<file path="src/rtl/conv_encoder_tx.sv">
// conv_encoder_tx
//   Rate-1/2, constraint length 3 convolutional encoder (generators 7 and 5
//   octal) for the transmit side of the link. Bytes arrive over a valid/ready
//   handshake into a one-byte holding register. They are serialised MSB first,
//   one bit per symbol strobe, and TAIL_LEN zero bits are appended after the
//   last byte of a frame so the trellis returns to state 00.
//
//   Optional feature macro: SCRAMBLE_EN
//     defined   : additive x^7+x^4+1 scrambler in front of the encoder, seeded
//                 with SCR_SEED at every frame start. Tail bits are not scrambled.
//     undefined : data bits go straight to the encoder and SCR_SEED is unused.
//
// Parameters
//   TAIL_LEN  zero tail bits per frame (K-1 = 2); legal range 0..7
//   SCR_SEED  scrambler seed, 7 bits
//
// Ports
//   clk       system clock, rising edge
//   reset     synchronous active-high reset
//   sym_tick  one-cycle symbol-rate strobe; at most one symbol per tick
//   in_data   payload byte, sent MSB first
//   in_valid  in_data/in_last valid
//   in_last   byte closes the frame
//   in_ready  holding register empty
//   out       code symbol {c1,c0}; holds its value between strobes
//   en        one-cycle strobe, out valid (cycle after the consuming tick)
//   busy      frame in progress
module conv_encoder_tx #(
  parameter int unsigned TAIL_LEN = 2,
  parameter logic [6:0]  SCR_SEED = 7'h7F
) (
  input  logic       clk,
  input  logic       reset,
  input  logic       sym_tick,
  input  logic [7:0] in_data,
  input  logic       in_valid,
  input  logic       in_last,
  output logic       in_ready,
  output logic [1:0] out,
  output logic       en,
  output logic       busy
);

  typedef enum logic [1:0] {
    IDLE = 2'd0,
    DATA = 2'd1,
    TAIL = 2'd2
  } state_t;

  localparam logic [2:0] TAIL_INIT = 3'(TAIL_LEN);

  state_t     state_q, state_d;
  logic [7:0] hold_q, hold_d;
  logic       hold_last_q, hold_last_d;
  logic       hold_full_q, hold_full_d;
  logic [7:0] shift_q, shift_d;
  logic       last_q, last_d;
  // Data bits still waiting in shift_q; 0 in DATA means the byte is spent
  // and the next tick reloads from hold (or idles on underrun).
  logic [2:0] bit_cnt_q, bit_cnt_d;
  logic [2:0] tail_cnt_q, tail_cnt_d;
  logic       s1_q, s1_d;
  logic       s0_q, s0_d;
  logic [1:0] out_q, out_d;
  logic       en_q, en_d;

  logic       load;        // hold -> shift, MSB emitted on the same tick
  logic       shift_step;  // next bit of the current byte emitted
  logic       tail_step;   // one zero tail bit emitted
  logic       data_bit;
  logic       enc_bit;
  logic       b;

  // Decode which kind of symbol (if any) this tick produces
  always_comb begin
    load       = 1'b0;
    shift_step = 1'b0;
    tail_step  = 1'b0;
    if (sym_tick) begin
      unique case (state_q)
        IDLE: load = hold_full_q;
        DATA: begin
          shift_step = (bit_cnt_q != 3'd0);
          load       = (bit_cnt_q == 3'd0) && hold_full_q;
        end
        TAIL: tail_step = 1'b1;
        default: ;
      endcase
    end
    data_bit = load ? hold_q[7] : shift_q[7];
  end

`ifdef SCRAMBLE_EN
  logic [6:0] scr_q, scr_d, scr_cur;
  logic       scr_fb;

  // A load out of IDLE starts a frame, so the seed replaces the register
  // for that first bit; reloads after an underrun keep the running state.
  always_comb begin
    scr_cur = (state_q == IDLE) ? SCR_SEED : scr_q;
    scr_fb  = scr_cur[6] ^ scr_cur[3];
    scr_d   = (load || shift_step) ? {scr_cur[5:0], scr_fb} : scr_q;
  end

  assign enc_bit = data_bit ^ scr_fb;

  always_ff @(posedge clk) begin
    scr_q <= scr_d;
  end
`else
  assign enc_bit = data_bit;

  // The seed has no role without the scrambler.
  logic unused_scr_seed;
  assign unused_scr_seed = ^SCR_SEED;
`endif

  always_comb begin
    state_d     = state_q;
    hold_d      = hold_q;
    hold_last_d = hold_last_q;
    hold_full_d = hold_full_q;
    shift_d     = shift_q;
    last_d      = last_q;
    bit_cnt_d   = bit_cnt_q;
    tail_cnt_d  = tail_cnt_q;
    s1_d        = s1_q;
    s0_d        = s0_q;
    out_d       = out_q;
    en_d        = 1'b0;
    b           = 1'b0;

    // Accept and unload are exclusive: accept needs hold empty, unload full.
    if (in_valid && !hold_full_q) begin
      hold_d      = in_data;
      hold_last_d = in_last;
      hold_full_d = 1'b1;
    end

    if (load) begin
      shift_d     = {hold_q[6:0], 1'b0};
      last_d      = hold_last_q;
      bit_cnt_d   = 3'd7;
      hold_full_d = 1'b0;
      state_d     = DATA;
    end

    if (shift_step) begin
      shift_d   = {shift_q[6:0], 1'b0};
      bit_cnt_d = bit_cnt_q - 3'd1;
    end

    if (load || shift_step || tail_step) begin
      b     = tail_step ? 1'b0 : enc_bit;
      out_d = {b ^ s1_q ^ s0_q, b ^ s0_q};
      en_d  = 1'b1;
      s1_d  = b;
      s0_d  = s1_q;
    end

    // Bit 0 of the closing byte: start the tail, or finish straight away
    if (shift_step && (bit_cnt_q == 3'd1) && last_q) begin
      if (TAIL_INIT == 3'd0) begin
        state_d = IDLE;
        s1_d    = 1'b0;
        s0_d    = 1'b0;
      end else begin
        state_d    = TAIL;
        tail_cnt_d = TAIL_INIT;
      end
    end

    if (tail_step) begin
      tail_cnt_d = tail_cnt_q - 3'd1;
      if (tail_cnt_q == 3'd1) begin
        state_d = IDLE;
        s1_d    = 1'b0;
        s0_d    = 1'b0;
      end
    end
  end

  always_ff @(posedge clk) begin
    if (reset) begin
      state_q     <= IDLE;
      hold_full_q <= 1'b0;
      last_q      <= 1'b0;
      bit_cnt_q   <= 3'd0;
      tail_cnt_q  <= 3'd0;
      s1_q        <= 1'b0;
      s0_q        <= 1'b0;
      out_q       <= 2'b00;
      en_q        <= 1'b0;
    end else begin
      state_q     <= state_d;
      hold_full_q <= hold_full_d;
      last_q      <= last_d;
      bit_cnt_q   <= bit_cnt_d;
      tail_cnt_q  <= tail_cnt_d;
      s1_q        <= s1_d;
      s0_q        <= s0_d;
      out_q       <= out_d;
      en_q        <= en_d;
    end
  end

  // Payload registers are only read while their control flags mark them live
  always_ff @(posedge clk) begin
    hold_q      <= hold_d;
    hold_last_q <= hold_last_d;
    shift_q     <= shift_d;
  end

  assign in_ready = !hold_full_q;
  assign out      = out_q;
  assign en       = en_q;
  assign busy     = (state_q != IDLE);

endmodule

</file>
<file path="config.mk">
export PLATFORM = sky130hd
export DESIGN_NAME = conv_encoder_tx
export DESIGN_NICKNAME = d
export VERILOG_FILES = /design/src/rtl/conv_encoder_tx.sv
export SDC_FILE = /design/constraint.sdc
export NUM_CORES = 1
export LEC_CHECK = 0
export CAP_MARGIN = 20
export CORE_MARGIN = 5
export CORE_UTILIZATION = 45
export CTS_CLUSTER_SIZE = 14
export DETAILED_ROUTE_END_ITERATION = 16
export PLACE_DENSITY_LB_ADDON = 0.08
export SLEW_MARGIN = 20
export SYNTH_ARGS = -nofsm -noshare
export SYNTH_HDL_FRONTEND = slang
export SYNTH_SLANG_ARGS = --single-unit
</file>
<file path="constraint.sdc">
create_clock -name clk -period 4.8 [get_ports clk]
set_input_delay 0.96 -clock clk [delete_from_list [all_inputs] [get_ports clk]]
set_output_delay 0.96 -clock clk [all_outputs]
set_load 0.005 [all_outputs]
</file>
==> summary.md <==
| Metric | Value |
|---|---|
| Status | finished, final reports clean |
| Clock Tree Root | clkbuf_4 |
| Clk Latency, worst-skew pair | 330 ps |
| Core ar. | 0.00300 mm2 |
| Iter 0 DRT Violations | 55 |
| Power consumption | 0.000497 W |
| Endpoints failing hold | 0 |
| Post-CTS Setup Bufs | 0 |
| Mapped Area | 0.00139 mm2 |
| FP Rows | 20 |
| Hold Crit Class | reg -> reg |
| Clock Path Buffers | 2 |
| Cell variety after synth | 34 |
| Layout net count | 163 |
| CTS Hold Bufs | 0 |
| CTS resizes | 0 |
| H-tree lvl count | 2 |
| Die Area | 0.00429 mm2 |
| Vias in the first global route | 883 |
| Layout cells sized above 1 | 12.3% |
| Die height | 65.5 um |
| Crit path required time | 5080 ps |
| Initial Util | 46.1% |
| Area of the multi-input gates | 563 um2 |
| RSZ-0062 raised after global routing | no |
| Initial antenna violation count | 0 |
| Clk_skew | 7.54 ps |
| Synthesized area per cell | 11.2 um2 |
| Kind of critical path | in -> reg |
| Largest stage delay on the critical path | 560 ps |
| Met1 Use GR | 14.8% |
| Overflow after GRT | 0 |
| # Max-Cap Violations | 0 |
| Ranking of synthesized cells by area | edfxtp_1 (35%), dfxtp_1 (22%), nand2_1 (5.7%) |
| Router iterations before antenna repair | 4 |
| Fillers | 284 |
| Commonest non-fill, non-tap cells in the layout | nand2_1 (21), clkdlybuf4s50_1 (17), edfxtp_1 (16) |
| Register area | 781 um2 |
| CP max-delay cell | a211oi_4 |
| YS warnings | 0 |
| Fin cells | 179 |
| Met2 usage in global routing | 19.5% |
| First-pass GRT wire length | 3.93 mm |
| IO buf count | 17 |
| Met3 GRT Util | 5.13% |
| LEAKAGE | 0.591 nW |
| RePlAce Congestion | 0.767 |
| Hold Slack | 495 ps |
| Ports | 18 |
| Rel. slew slack | 48.5% |
| Via density | 5.17 |
| Layout Utilization | 54.3% |
| WL/cell | 12.6 um |
| VDD IR max | 0.184 mV |
| Syn_nets | 142 |
| Tcrit/Tclk final | 52.3% |
| Post-route setup TNS | 0 ps |
| Final antenna-violating net count | 0 |
| Ant diodes | 0 |
| Total GRT Usage | 12.5% |
| Power per cell area | 305 mW/mm2 |
| Largest net degree at the start of global routing | 15 |
| Final setup fails | 0 |
| CP startpoint kind | input port |
| Fmax | 398 MHz |
| Worst path arrival time | 2790 ps |
| Worst setup EP type | flip-flop |
| Sink Count | 31 |
| Cts bufs inserted | 5 |
| Largest area contributor in the netlist | edfxtp_1 |
| Busiest layer in global routing | met2 |
| Mapped Cells | 124 |
| Placed cells | 171 |
| Pins Over Slew Limit | 0 |
| Worst Tran Pin Value | 770 ps |
| DR vias | 925 |
| CTS tree | yes |
| Post-synthesis sequential area ratio | 56.4% |
| DIE WIDTH | 65.5 um |
| Top cell type's share of synthesized area | 34.7% |
| Yosys reg bits | 31 |
| Most common cell after layout, fill and taps aside | nand2_1 |
| CP Max Fanout | 14 |
| Post-layout min period | 2510 ps |
| Clock transition at the registers of the reported paths | 90 ps |
| Area Growth Syn to Fin | 17.8% |
| Worst path cell trace | clkdlybuf4s50_1, nand2b_4, a211oi_4, nor2_2, a2111oi_2, a311o_1 |
| Final WL | 2.25 mm |
| DRC | 0 |
| Post-DP HPWL | 1.67 mm |
-- worst paths after layout --
kind	startpoint	endpoint	slack, ps	cells past startpoint
setup / recovery	sym_tick	out[1]	2290	6
hold / removal	hold_last_q	last_q	490	2
setup reg to reg	bit_cnt_q[0]	out[1]	2740	6
hold reg to reg	hold_last_q	last_q	490	2
-- state kept, by name, summed over array words and instances (netlist names) --
signal       cells
bit_cnt_q        3
en               1
hold_full_q      1
hold_last_q      1
hold_q           8
last_q           1
out              2
s0_q             1
s1_q             1
shift_q          7
state_q          2
tail_cnt_q       3
-- kinds of logic after synthesis --
group           synth area share [%]
compound gates                  11.8
xor+xnor                        1.26
fa+ha+maj                       4.52
buf+inv                         2.98
flops                           56.4
mux                             2.53
simple gates                    20.5
-- report_power, final --
| group | switching [W] | total (W) | internal, W | leakage [nW] |
|---|---|---|---|---|
| Sequential | 0.00000729 | 0.000300 | 0.000293 | 0.272 |
| Combinational | 0.0000288 | 0.0000583 | 0.0000295 | 0.289 |
| Clock | 0.0000836 | 0.000138 | 0.0000549 | 0.0297 |
| Total | 0.000120 | 0.000497 | 0.000377 | 0.591 |
-- critical path: cells and delay by family --
family | cells | cell delay (ps)
compound gates | 3 | 1050
buf+inv | 1 | 530
simple gates | 2 | 240
-- per-layer routing --
metal	vias up	share of wire, %
li1	468	-
met1	435	45
met2	16	48
met3	6	4.7
met4	0	2.3
met5	-	0
-- synthesized netlist by cell type --
master and n:
and3_2 1, nor2b_1 3, dfxtp_1 15, a211oi_4 2, mux2_4 1, or2_1 1
nand2b_4 2, o21a_1 1, nor2_2 1, a31o_2 1, o21ai_0 1, a311o_1 1
or2_2 1, and3b_1 2, a311oi_1 1, ha_1 5, mux2i_1 2, a21oi_1 4
or2b_1 1, xnor2_1 2, edfxtp_1 16, clkbuf_1 2, and4_2 1, nand2b_1 1
inv_1 7, buf_4 1, nand3_1 1, nand2_1 21, nor2_1 13, and2_1 2
o2111a_1 1, a2111oi_2 2, a211oi_1 3, nor3_1 5
-- stage by stage --
step | cell area (um2) | setup slack (ps)
after global placement | 1580 | 2000
after global routing | 1630 | 2160
final | 1630 | 2290
after detailed placement | 1580 | 1910
after CTS | 1630 | 2270
after floorplan | 1390 | 2650
-- final cells by class --
type / count / area share (%)
Sequential cell: 31 / 47.9
Multi-Input combinational cell: 83 / 34.5
Inverter: 7 / 1.61
Clock buffer: 6 / 2.53
Timing Repair Buffer: 17 / 10.4
Clock inverter: 2 / 0.537
Tap cell: 33 / 2.53
No activity file was read; power rests on OpenSTA's default activity.
